==> src/rtl/cla_sub_pipelined.sv <==
// Pipelined Kogge-Stone subtractor: diff = a - b - bin, evaluated as a + ~b + ~bin.
// One register rank per prefix level, with a global valid/ready stall.
module cla_sub_pipelined #(
    parameter int WIDTH = 16,
    parameter int LOG2W = 4
) (
    input  logic             clk,
    input  logic             rst,
    input  logic             in_valid,
    output logic             in_ready,
    input  logic [WIDTH-1:0] a,
    input  logic [WIDTH-1:0] b,
    input  logic             bin,
    output logic             out_valid,
    input  logic             out_ready,
    output logic [WIDTH-1:0] diff,
    output logic             bout,
    output logic             zero,
    output logic             ovf
);
    localparam int NS  = LOG2W + 1;
    localparam int MSB = WIDTH - 1;

    logic [WIDTH-1:0] a_q [NS];
    logic [WIDTH-1:0] a_d [NS];
    logic [WIDTH-1:0] b_q [NS];
    logic [WIDTH-1:0] b_d [NS];
    logic [WIDTH-1:0] g_q [NS];
    logic [WIDTH-1:0] g_d [NS];
    logic [WIDTH-1:0] p_q [NS];
    logic [WIDTH-1:0] p_d [NS];
    logic [NS-1:0]    c0_q, c0_d;
    logic [NS-1:0]    vld_q, vld_d;

    logic             out_valid_q, out_valid_d;
    logic [WIDTH-1:0] diff_q, diff_d;
    logic             bout_q, bout_d;
    logic             zero_q, zero_d;
    logic             ovf_q, ovf_d;

    logic [WIDTH-1:0] a_f, b_f, carry, c_in;
    logic             adv;

    assign adv = ~out_valid_q | out_ready;

    // Stage 0 forms per-bit g/p; stage k combines lanes i and i-2^(k-1).
    // Shifted-in zeros leave G untouched below the span; the mask does the same for P.
    always_comb begin
        a_d[0] = a;
        b_d[0] = b;
        g_d[0] = a & ~b;
        p_d[0] = a | ~b;
        c0_d   = {c0_q[NS-2:0], ~bin};
        vld_d  = {vld_q[NS-2:0], in_valid};
        for (int k = 1; k < NS; k++) begin
            a_d[k] = a_q[k-1];
            b_d[k] = b_q[k-1];
            g_d[k] = g_q[k-1] | (p_q[k-1] & (g_q[k-1] << (1 << (k-1))));
            p_d[k] = p_q[k-1] & ((p_q[k-1] << (1 << (k-1)))
                                 | ~({WIDTH{1'b1}} << (1 << (k-1))));
        end
    end

    // Result data only updates for valid slots, so bubbles and reset leave it quiet.
    always_comb begin
        a_f         = a_q[LOG2W];
        b_f         = b_q[LOG2W];
        carry       = g_q[LOG2W] | (p_q[LOG2W] & {WIDTH{c0_q[LOG2W]}});
        c_in        = {carry[WIDTH-2:0], c0_q[LOG2W]};
        out_valid_d = vld_q[LOG2W];
        diff_d      = diff_q;
        bout_d      = bout_q;
        zero_d      = zero_q;
        ovf_d       = ovf_q;
        if (vld_q[LOG2W]) begin
            diff_d = a_f ^ ~b_f ^ c_in;
            bout_d = ~carry[MSB];
            zero_d = (diff_d == '0);
            ovf_d  = (a_f[MSB] ^ b_f[MSB]) & (diff_d[MSB] ^ a_f[MSB]);
        end
    end

    always_ff @(posedge clk) begin
        if (rst) begin
            vld_q       <= '0;
            out_valid_q <= 1'b0;
            diff_q      <= '0;
            bout_q      <= 1'b0;
            zero_q      <= 1'b0;
            ovf_q       <= 1'b0;
        end else if (adv) begin
            for (int k = 0; k < NS; k++) begin
                a_q[k] <= a_d[k];
                b_q[k] <= b_d[k];
                g_q[k] <= g_d[k];
                p_q[k] <= p_d[k];
            end
            c0_q        <= c0_d;
            vld_q       <= vld_d;
            out_valid_q <= out_valid_d;
            diff_q      <= diff_d;
            bout_q      <= bout_d;
            zero_q      <= zero_d;
            ovf_q       <= ovf_d;
        end
    end

    assign in_ready  = adv;
    assign out_valid = out_valid_q;
    assign diff      = diff_q;
    assign bout      = bout_q;
    assign zero      = zero_q;
    assign ovf       = ovf_q;

endmodule

==> config.mk <==
export PLATFORM = sky130hd
export DESIGN_NAME = cla_sub_pipelined
export DESIGN_NICKNAME = d
export VERILOG_FILES = /design/src/rtl/cla_sub_pipelined.sv
export SDC_FILE = /design/constraint.sdc
export NUM_CORES = 1
export LEC_CHECK = 0
export ABC_AREA = 1
export CORE_MARGIN = 2
export CORE_UTILIZATION = 55
export DETAILED_ROUTE_END_ITERATION = 10
export PLACE_DENSITY = 0.75
export SETUP_SLACK_MARGIN = 0.4
export SYNTH_ARGS = -nofsm -noshare
export SYNTH_HDL_FRONTEND = slang
export SYNTH_SLANG_ARGS = --single-unit
==> constraint.sdc <==
create_clock -name clk -period 21.9 [get_ports clk]
set_input_delay 2.19 -clock clk [delete_from_list [all_inputs] [get_ports clk]]
set_output_delay 2.19 -clock clk [all_outputs]
set_load 0.005 [all_outputs]
After elaboration in Yosys (flattened, before gate mapping)
Memory sizes are Yosys's and may differ from the RTL's.
Cells that the tools add are included.
- bitwise operators: 28
- reductions and logical operators: 3
- multiplexer cells: 3
- operators by type and width (cell ; count):
    AND 16 bit ; 10
    bitwise OR 16 bit ; 6
    NOT 16 bit ; 2
    bitwise XOR 16 bit ; 2
    logical NOT 16 bit ; 1
    NOT 1 bit ; 4
    AND reduction 2 bit ; 2
    two-way mux 1 bit ; 3
    bitwise XOR 1 bit ; 2
    AND 1 bit ; 1
    bitwise OR 1 bit ; 1
- output and inout bits: 21
- register bits after elaboration: 30
- RAM bits: 320
- logic and storage cells: 45
- memories kept: 4
- memories (memory ; words ; bits a word ; rd ports ; clocked after memory_dff ; write ports ; RTL line ; source):
    a_q ; 5 ; 16 ; 5 ; 0 ; 5 ; 24 ; logic [WIDTH-1:0] a_q [NS];
    b_q ; 5 ; 16 ; 5 ; 0 ; 5 ; 26 ; logic [WIDTH-1:0] b_q [NS];
    g_q ; 5 ; 16 ; 5 ; 0 ; 5 ; 28 ; logic [WIDTH-1:0] g_q [NS];
    p_q ; 5 ; 16 ; 5 ; 0 ; 5 ; 30 ; logic [WIDTH-1:0] p_q [NS];

Logic depth before layout (Yosys ltp)
- word-level depth: 5
- mapped depth: 12

Worst setup path after synthesis
No wires, ideal clock.
- path type: input port to flip-flop
- start point: in rst
- end point: mem a_q[0][0], enable pin
- path buffers: 1
- path slack: 5048 ps
- arrival: 15833 ps
- data required time: 20882 ps
- stages on the path: 2
- cell sequence: buf_2 -> nor2_1
- RTL lines (item ; RTL line ; source):
    start, declared ; 8 ; input logic rst,
    end, declared ; 24 ;

Worst setup path in the final report
- start point: in out_ready
- end point: out in_ready
- longest elaborated chain between the ends: 1
- ends and longest elaborated chain (item ; RTL line ; source):
    start, declared ; 15 ; input logic out_ready,
    bitwise OR 1 bit ; 44 ; assign adv = ~out_valid_q | out_ready;
    end, declared ; 10 ; output logic in_ready,
Every way passes these cells.

==> results.cfg <==
[die]
coreArea_um2 = 22000
dieArea_um2 = 23700
dieHeight_um = 154
die_x_um = 154
fp-row-count = 54
io_pins = 58
start_util_pct = 56.3

[global_route]
grt_start_max_net_pins = 167
track_usage_pct = 15.4
antenna_found_initial = 0
grt_first_pass_wirelength_mm = 28.5
overflow = 0
grt_pass1_vias = 5851

[logic_synthesis]
synth_cell_types = 22
synth.cell_area_um2 = 12400
ys_seq_elements = 350
avgSynthCellArea_um2 = 15.1
yosysTopAreaCellShare_pct = 78.9
syn_inst = 818
yosysTopAreaCell = edfxtp_1
netlist_top_cells_area = edfxtp_1, nand2_1, dfxtp_1, inv_1, a21o_1
syn-num-nets = 855
yosysSeqAreaShare_pct = 82.9
yosys_warnings = 0

[timing]
fmaxAchievable_mhz = 173
finalHoldViolations = 0
setup_tns_ps = 0
clock-skew-final_ps = 13.7
rsz0062_at_grt = no
worst_slack_ps = 16130
finalSetupViolCount = 0
worst_pin_slew_ps = 987
min_period_ps = 5770
fin_crit_sh_pct = 26.4
drv_slew = 0
max_slew_margin_pct = 34.2

[power_and_ir_drop]
fin_total_pwr_uw = 1400
irDropWorstVdd_uv = 70.8
p_leak_uw = 0.00588
p_per_area_nw_per_um2 = 97.2

[finish]
nFillCells = 1473
n_antenna_cell = 0
final_area_um2 = 14400
drive_gt1_share_pct = 6.75
syn_to_final_growth_pct = 16.1
fin_nets = 946
fin_cells = 1213

[routing]
drc_errors = 0
num_vias = 5946
drt_iter0_drc = 467
first_pass_iters = 6
wire_per_inst_um = 14.3
via_per_inst = 4.90
ant_nets = 0
drt_wl_total_mm = 17.3

[clocking]
cts-resized-gates = 0
clk_pin_slew_ps = 60
htreeDepth = 2
cts_sinks = 350
post-cts-setup-buffers = 0
cts_buffer_depth = 3
cts_hold_buf = 0
cts_tree = built
clock_latency_ps = 500
root_buffer = clkbuf_16
numCtsBuffers = 35

[place]
io_buffers = 57
dp_hpwl_mm = 11.0
dp.cells = 1152
place_ws_ps = 16120
dpl_cell_area_um2 = 13300
finalWeightedCongestion = 0.785

[run_status]
status = finished, final reports clean

[worst_hold_path]
min_from = a_q[0][44]
hp-class = flop to flop

[critical_path]
cp_max_fo = 9
cp-startpoint = out_ready
rr_startpoint = out_valid
endpoint_kind = output port
critPathRequiredTime_ps = 19710
path_class = input port to output port
worstPathArrival_ps = 3580
start_kind = input port

[job]
maxCapViolCount = 0
-- Yosys cell counts --
cell type / instances
edfxtp_1: 325
nand2_1: 175
inv_1: 130
a21o_1: 46
nor2_1: 44
dfxtp_1: 25
o21ai_0: 14
a21oi_1: 9
o211ai_1: 9
nand3_1: 7
xnor2_1: 7
buf_2: 4
o21ai_1: 4
a21oi_2: 3
nand2_2: 3
nor2_2: 3
xor2_1: 3
buf_6: 2
inv_2: 2
a31oi_1: 1
clkbuf_1: 1
o221ai_1: 1
-- worst paths after layout --
path                              endpoint  slack [ps]  depth (start not counted)
worst max-delay path              in_ready       16130                          4
worst min-delay path            a_q[0][60]         400                          0
worst max register to register  a_q[0][11]       19280                          5
worst min register to register  a_q[0][60]         400                          0
-- registers in the layout, summed over array words and instances, names as in the netlist, 5 cells and up --
| register | flops |
|---|---|
| g_q | 80 |
| p_q | 80 |
| diff | 16 |
| c0_q | 5 |
| b_q | 80 |
| vld_q | 5 |
| a_q | 80 |
-- layout by cell type, fill, tap and decap left out --
cell             count
dfxtp_1             25
nand3_1              7
o21ai_1              4
xnor2_1              7
clkdlybuf4s50_1     57
clkinvlp_4           3
xor2_1               3
nand2_1            175
nand2_2              3
clkbuf_1             6
edfxtp_1           325
o211ai_1             9
nor2_2               3
inv_2                2
buf_12               1
o21ai_0             14
inv_1              130
a21o_1              46
clkinv_2             5
clkinv_1             8
o221ai_1             1
a21oi_1              9
buf_4                3
clkbuf_16           37
a31oi_1              1
bufinv_16            1
clkinv_4             1
a21oi_2              3
nor2_4               1
nor2_1              43
-- final cells by class --
type	instances	area [um2]	area share [%]
inverter	132	495	3.45
clock inverter	18	116	0.810
sequential	350	10300	71.4
tap	280	350	2.44
clock buffer	43	948	6.60
timing repair buffer	61	613	4.27
multi-input combinational	329	1580	11.0
-- per-layer routing --
metal	track usage, %	vias up	wire, um
met5	0	-	0
met4	5.87	0	414
met3	3.61	30	844
met1	20.4	2809	7470
met2	25.0	135	8610
li1	-	2972	-
-- cell families after synthesis --
group / Yosys count / synth area share [%]
DFF: 350 / 82.9
and+or+nand+nor: 232 / 7.23
buffers and inverters: 139 / 4.38
AOI/OAI and AO/OA: 87 / 4.76
xor gates and xnor gates: 10 / 0.708
-- worst max-delay path: stages --
cell and delay [ps]:
clkdlybuf4s50_1 420, nor2_2 320, inv_1 180, clkdlybuf4s50_1 470
-- stage by stage --
step                      utilization (%)  hold slack (ps)
after global routing                 65.4              415
after detailed placement             60.6              405
after global placement               60.6              401
final                                65.4              403
after CTS                            65.4              408
after floorplan                         -              400
-- power breakdown --
part,switching [uW],leakage [uW],internal (uW)
clock,227,0.000514,319
combinational,32.7,0.00199,20.6
sequential,18.0,0.00337,778
(Power assumes the default switching activity.)
==> variant 1, RTL diff (config.mk and constraints unchanged) <==
The parameter `WIDTH` goes from 16 to 32.
--- a/src/rtl/cla_sub_pipelined.sv
+++ b/src/rtl/cla_sub_pipelined.sv
@@ -3,3 +3,3 @@
 module cla_sub_pipelined #(
-    parameter int WIDTH = 16,
+    parameter int WIDTH = 32,
     parameter int LOG2W = 4
Ports: changed (resized a, b and diff); port bits go from 58 to 106. No check against the original RTL was run, so the function may have changed too.
==> variant 1 against the original RTL <==
Combinational power is 120% higher; wire length grew 130%; cell area grew 99%; core utilization decreased by 0.64 points; sequential share of layout area fell by 0.63 points; sequential cell count increased by 336; total power up 110%; area after synthesis grew 98%; setup slack got worse by 0.27 ns; highest routed layer unchanged; synthesized cell count grew 93%.
==> variant 1: results (changes against the original RTL) <==
| Metric | Value |
|---|---|
| Outcome | `complete, no violations` |
| Synth area leaders | `edfxtp_1 (79%), nand2_1 (5.2%), inv_1 (3.6%)` |
| Total CTS buffers | `67 (+91%)` |
| Worst skew pair latency | `0.58 ns (+0.08 ns)` |
| Post-synth cell types | `23 (+4.5%)` |
| Share of layout cells above drive strength 1 | `0.0668 (-0.000709)` |
| VDD IR max | `68.5 uV (-3.2%)` |
| Leak Pwr | `11.6 nW (+98%)` |
| Final Max Tran Viols | `0 (unchanged)` |
| Cells after Synth | `1581 (+93%)` |
| Initial drt markers | `1180 (+150%)` |
| Dpl hpwl | `26100 um (+140%)` |
| Final Skew | `0.0211 ns (+0.00744 ns)` |
| Finished Layout Cells | `2388 (+97%)` |
| Mux cell area share after synthesis | `0 (unchanged)` |
| Cells after DPL | `2270 (+97%)` |
| Largest net degree at the start of global routing | `206 (+23%)` |
| First-pass GRT wire length | `63100 um (+120%)` |
| DRT Pass-1 Iters | `6 (unchanged)` |
| Ant diodes | `0 (unchanged)` |
| Max_cap viols | `0 (unchanged)` |
| Root Buffer | `clkbuf_16` |
| Fin nets | `1816 (+92%)` |
| Filler instances | `2980 (+100%)` |
| XOR/XNOR share of the synthesized area | `0.0140 (+0.00688)` |
| Final hold vios | `0 (unchanged)` |
| Post-synth top cells | `edfxtp_1 (645), nand2_1 (339), inv_1 (236)` |
| GRT Total Usage | `0.177 (+0.0235)` |
| Routability cong. | `0.801 (+2.1%)` |
| Post-CTS setup buffers | `0 (unchanged)` |
| Sw frac | `0.199 (-0.000567)` |
| Synth Area in Compound Gates | `0.0558 (+0.00819)` |
| Worst EP arrival | `3.85 ns (+0.27 ns)` |
| Vias | `12000 (+100%)` |
| CTS resizes | `0 (unchanged)` |
| Post-synth EDFFs | `645 (+98%)` |
| Slew Limit Headroom | `0.214 (-0.129)` |
| Buffers on Ports | `105 (+84%)` |
| # H-tree levels | `3 (+1)` |
| Net count after synthesis | `1650 (+93%)` |
| DR WL/cell | `17.0 um (+19%)` |
| Sequential share of the synthesized area | `0.825 (-0.00438)` |
| Max Root-Sink Buffers | `3 (unchanged)` |
| Placed cell area | `26200 um^2 (+97%)` |
variant 1: cell types whose count changed in the layout (fill, tap and decap cells not counted), moves of 9 or more:
cell / change
xnor2_1: +13
a21o_1: +70
clkbuf_16: +36
bufinv_16: +9
xor2_1: +16
nand2_1: +164
edfxtp_1: +320
nor2_1: +17
a21oi_2: +10
dfxtp_1: +16
o211ai_1: +14
inv_1: +106
clkdlybuf4s50_1: +48
variant 1: cells by family (layout without fill, tap and decap cells):
group           count (synthesis)  in the layout
xor+xnor                       39             39
flops                         686            686
simple gates                  414            414
compound gates                189            189
buf+inv                       253            468
variant 1: final timing paths:
kind,from,end,slack (ns),cells after the start
hold / removal,b_q[0][38],b_q[0][70],0.41,0
hold reg to reg,b_q[0][38],b_q[0][70],0.41,0
setup / recovery,out_ready,in_ready,15.86,4
setup reg to reg,out_valid,b_q[0][13],18.94,5
variant 1: worst max-delay path, stage by stage:
cell and delay, ns:
clkdlybuf4s50_1 0.40, nor2_1 0.51, inv_1 0.24, clkdlybuf4s50_1 0.50
variant 1: final cells by class:
type / instances / area, um^2 / share of cell area
clock buffer: 87 / 1880 / 0.0659
clock inverter: 31 / 395 / 0.0139
inverter: 237 / 890 / 0.0312
multi-input combinational: 642 / 3300 / 0.116
sequential: 686 / 20200 / 0.708
tap: 592 / 741 / 0.0260
timing repair buffer: 113 / 1120 / 0.0394
variant 1: metal layers:
metal,routed length (um),GRT usage
met5,0,0
met4,854,0.0620
met3,2580,0.0361
met2,19400,0.285
met1,17800,0.244
variant 1: power groups by stage:
stage	registers, mW	clock network (mW)	logic [mW]
2_1_floorplan	1.61	0	0.0718
3_3_place_gp	1.59	0	0.112
3_5_place_dp	1.60	0	0.116
4_1_cts	1.57	1.20	0.118
5_1_grt	1.58	1.25	0.131
6_report	1.57	1.18	0.117
==> variant 2, RTL diff (same flow settings) <==
Without the edit above. Register the output `ovf` once more, cleared by the reset; this adds one clock of latency there. The other outputs are not delayed to match.
--- a/src/rtl/cla_sub_pipelined.sv
+++ b/src/rtl/cla_sub_pipelined.sv
@@ -112,3 +112,9 @@
     assign zero      = zero_q;
-    assign ovf       = ovf_q;
+    always_ff @(posedge clk) begin
+        if (rst) begin
+            ovf <= '0;
+        end else begin
+            ovf <= ovf_q;
+        end
+    end
 
Behaviour: not the same (a bounded check fails within 10 cycles, from zero or initial values and one cycle with rst high).
==> variant 2 against the original RTL <==
Non-clock buffer count is the same; wire length down 0.42%; first-iteration DRC count increased by 4.3%; cell area grew 0.41%; register-to-register slack better by 0.14 ns; sequential cell count grew 1; critical endpoint unchanged; count of clock-buffer cells in the layout increased by 3; setup slack improved by 0.11 ns; critical path type unchanged; synthesized cell count is 0.24% higher; area after synthesis increased by 0.51%; largest cell class unchanged; hold slack better by 0.0091 ns; clock skew about the same; total power is 0.73% higher.
==> variant 2: results (changes against the original RTL) <==
| Metric | Value |
|---|---|
| Outcome | `complete, no violations` |
| Net count after synthesis | `857 (+0.23%)` |
| Root Buffer | `clkbuf_16` |
| Sequential share of the synthesized area | `0.827 (-0.00256)` |
| Critical hold path startpoint | `b_q[0][55]` |
| R2R Path Start | `out_valid` |
| Final Skew | `0.0139 ns (+0.000220 ns)` |
| Post-synth cell types | `26 (+18%)` |
| Post-synth top cells | `edfxtp_1 (325), nand2_1 (174), inv_1 (130)` |
| Ys async rst share | `0 (unchanged)` |
| CTS resizes | `0 (unchanged)` |
| Routability cong. | `0.743 (-5.3%)` |
| Initial drt markers | `487 (+4.3%)` |
| Fin nets | `948 (+0.21%)` |
| Max incr delay on CP | `0.47 ns (about the same)` |
| Dpl hpwl | `10900 um (-0.59%)` |
| Share of layout cells above drive strength 1 | `0.0675 (-0.0000723)` |
| VDD IR max | `49.2 uV (-30%)` |
| Largest net degree at the start of global routing | `218 (+31%)` |
| RR Endpoint | `p_q[0][33]` |
| First-pass GRT wire length | `28100 um (-1.2%)` |
| DRT Pass-1 Iters | `5 (-1)` |
| Vias in the first global route | `5634 (-3.7%)` |
| XOR/XNOR share of the synthesized area | `0.00704 (-0.0000356)` |
| Synth area leaders | `edfxtp_1 (78%), nand2_1 (5.3%), dfxtp_1 (4.2%)` |
| Post-synth EDFFs | `325 (unchanged)` |
| R2R Setup Slk | `19.42 ns (+0.14 ns)` |
| DR WL/cell | `14.2 um (-0.91%)` |
| Transition time of the tightest slew-check pin | `1.13 ns (+0.142 ns)` |
| Synth Area in Compound Gates | `0.0476 (about the same)` |
| Antenna violations before repair | `0 (unchanged)` |
| Leak Pwr | `5.89 nW (+0.21%)` |
| Filler instances | `1519 (+3.1%)` |
| Hold-critical path depth | `0 (unchanged)` |
| Vias | `5942 (-0.067%)` |
| Worst hold endpoint | `b_q[0][71]` |
| Family with the most delay on the worst path | `buffers and inverters` |
| Total CTS buffers | `35 (unchanged)` |
| GRT Total Usage | `0.151 (-0.00285)` |
==> variant 2: worst max path at each step <==
stage / startpoint / end / slack, ns / cells past startpoint
after global routing: out_ready / in_ready / 16.14 / 4
after floorplan: out_ready / a_q[0][0] / 5.08 / 2
after detailed placement: out_ready / in_ready / 16.23 / 4
after global placement: out_ready / in_ready / 16.25 / 4
final: out_ready / in_ready / 16.24 / 4
after CTS: out_ready / in_ready / 16.22 / 4
==> variant 2: kinds of logic after synthesis <==
| family | count (synthesis) |
|---|---|
| DFF | 351 |
| and+or+nand+nor | 233 |
| buffers and inverters | 140 |
| AOI/OAI and AO/OA | 86 |
| xor gates and xnor gates | 10 |
==> variant 2: through the flow <==
step	hold slack [ns]	instance area [um^2]	utilization	std cells	worst slack (ns)
floorplan	0.399	12400	-	820	5.08
global placement	0.400	13300	0.595	1159	16.25
detailed placement	0.405	13300	0.595	1159	16.23
CTS	0.416	14400	0.643	1219	16.22
global route	0.414	14400	0.643	1219	16.14
finish	0.413	14400	0.643	1219	16.24
==> variant 2: routing by layer <==
metal | wire length [um] | vias up | global-route usage
met3 | 832 | 43 | 0.0364
met2 | 8200 | 146 | 0.234
li1 | - | 2983 | -
met4 | 515 | 0 | 0.0582
met5 | 0 | - | 0
met1 | 7720 | 2770 | 0.211
==> variant 2: power by group <==
group | internal, mW | switching, mW
Combinational | 0.0207 | 0.0331
Clock | 0.330 | 0.224
Sequential | 0.780 | 0.0179
==> variant 2: layout make-up <==
type,instances,area share
multi-input combinational,329,0.111
clock buffer,46,0.0665
timing repair buffer,61,0.0425
sequential,351,0.713
inverter,133,0.0346
tap,285,0.0247
clock inverter,14,0.00781
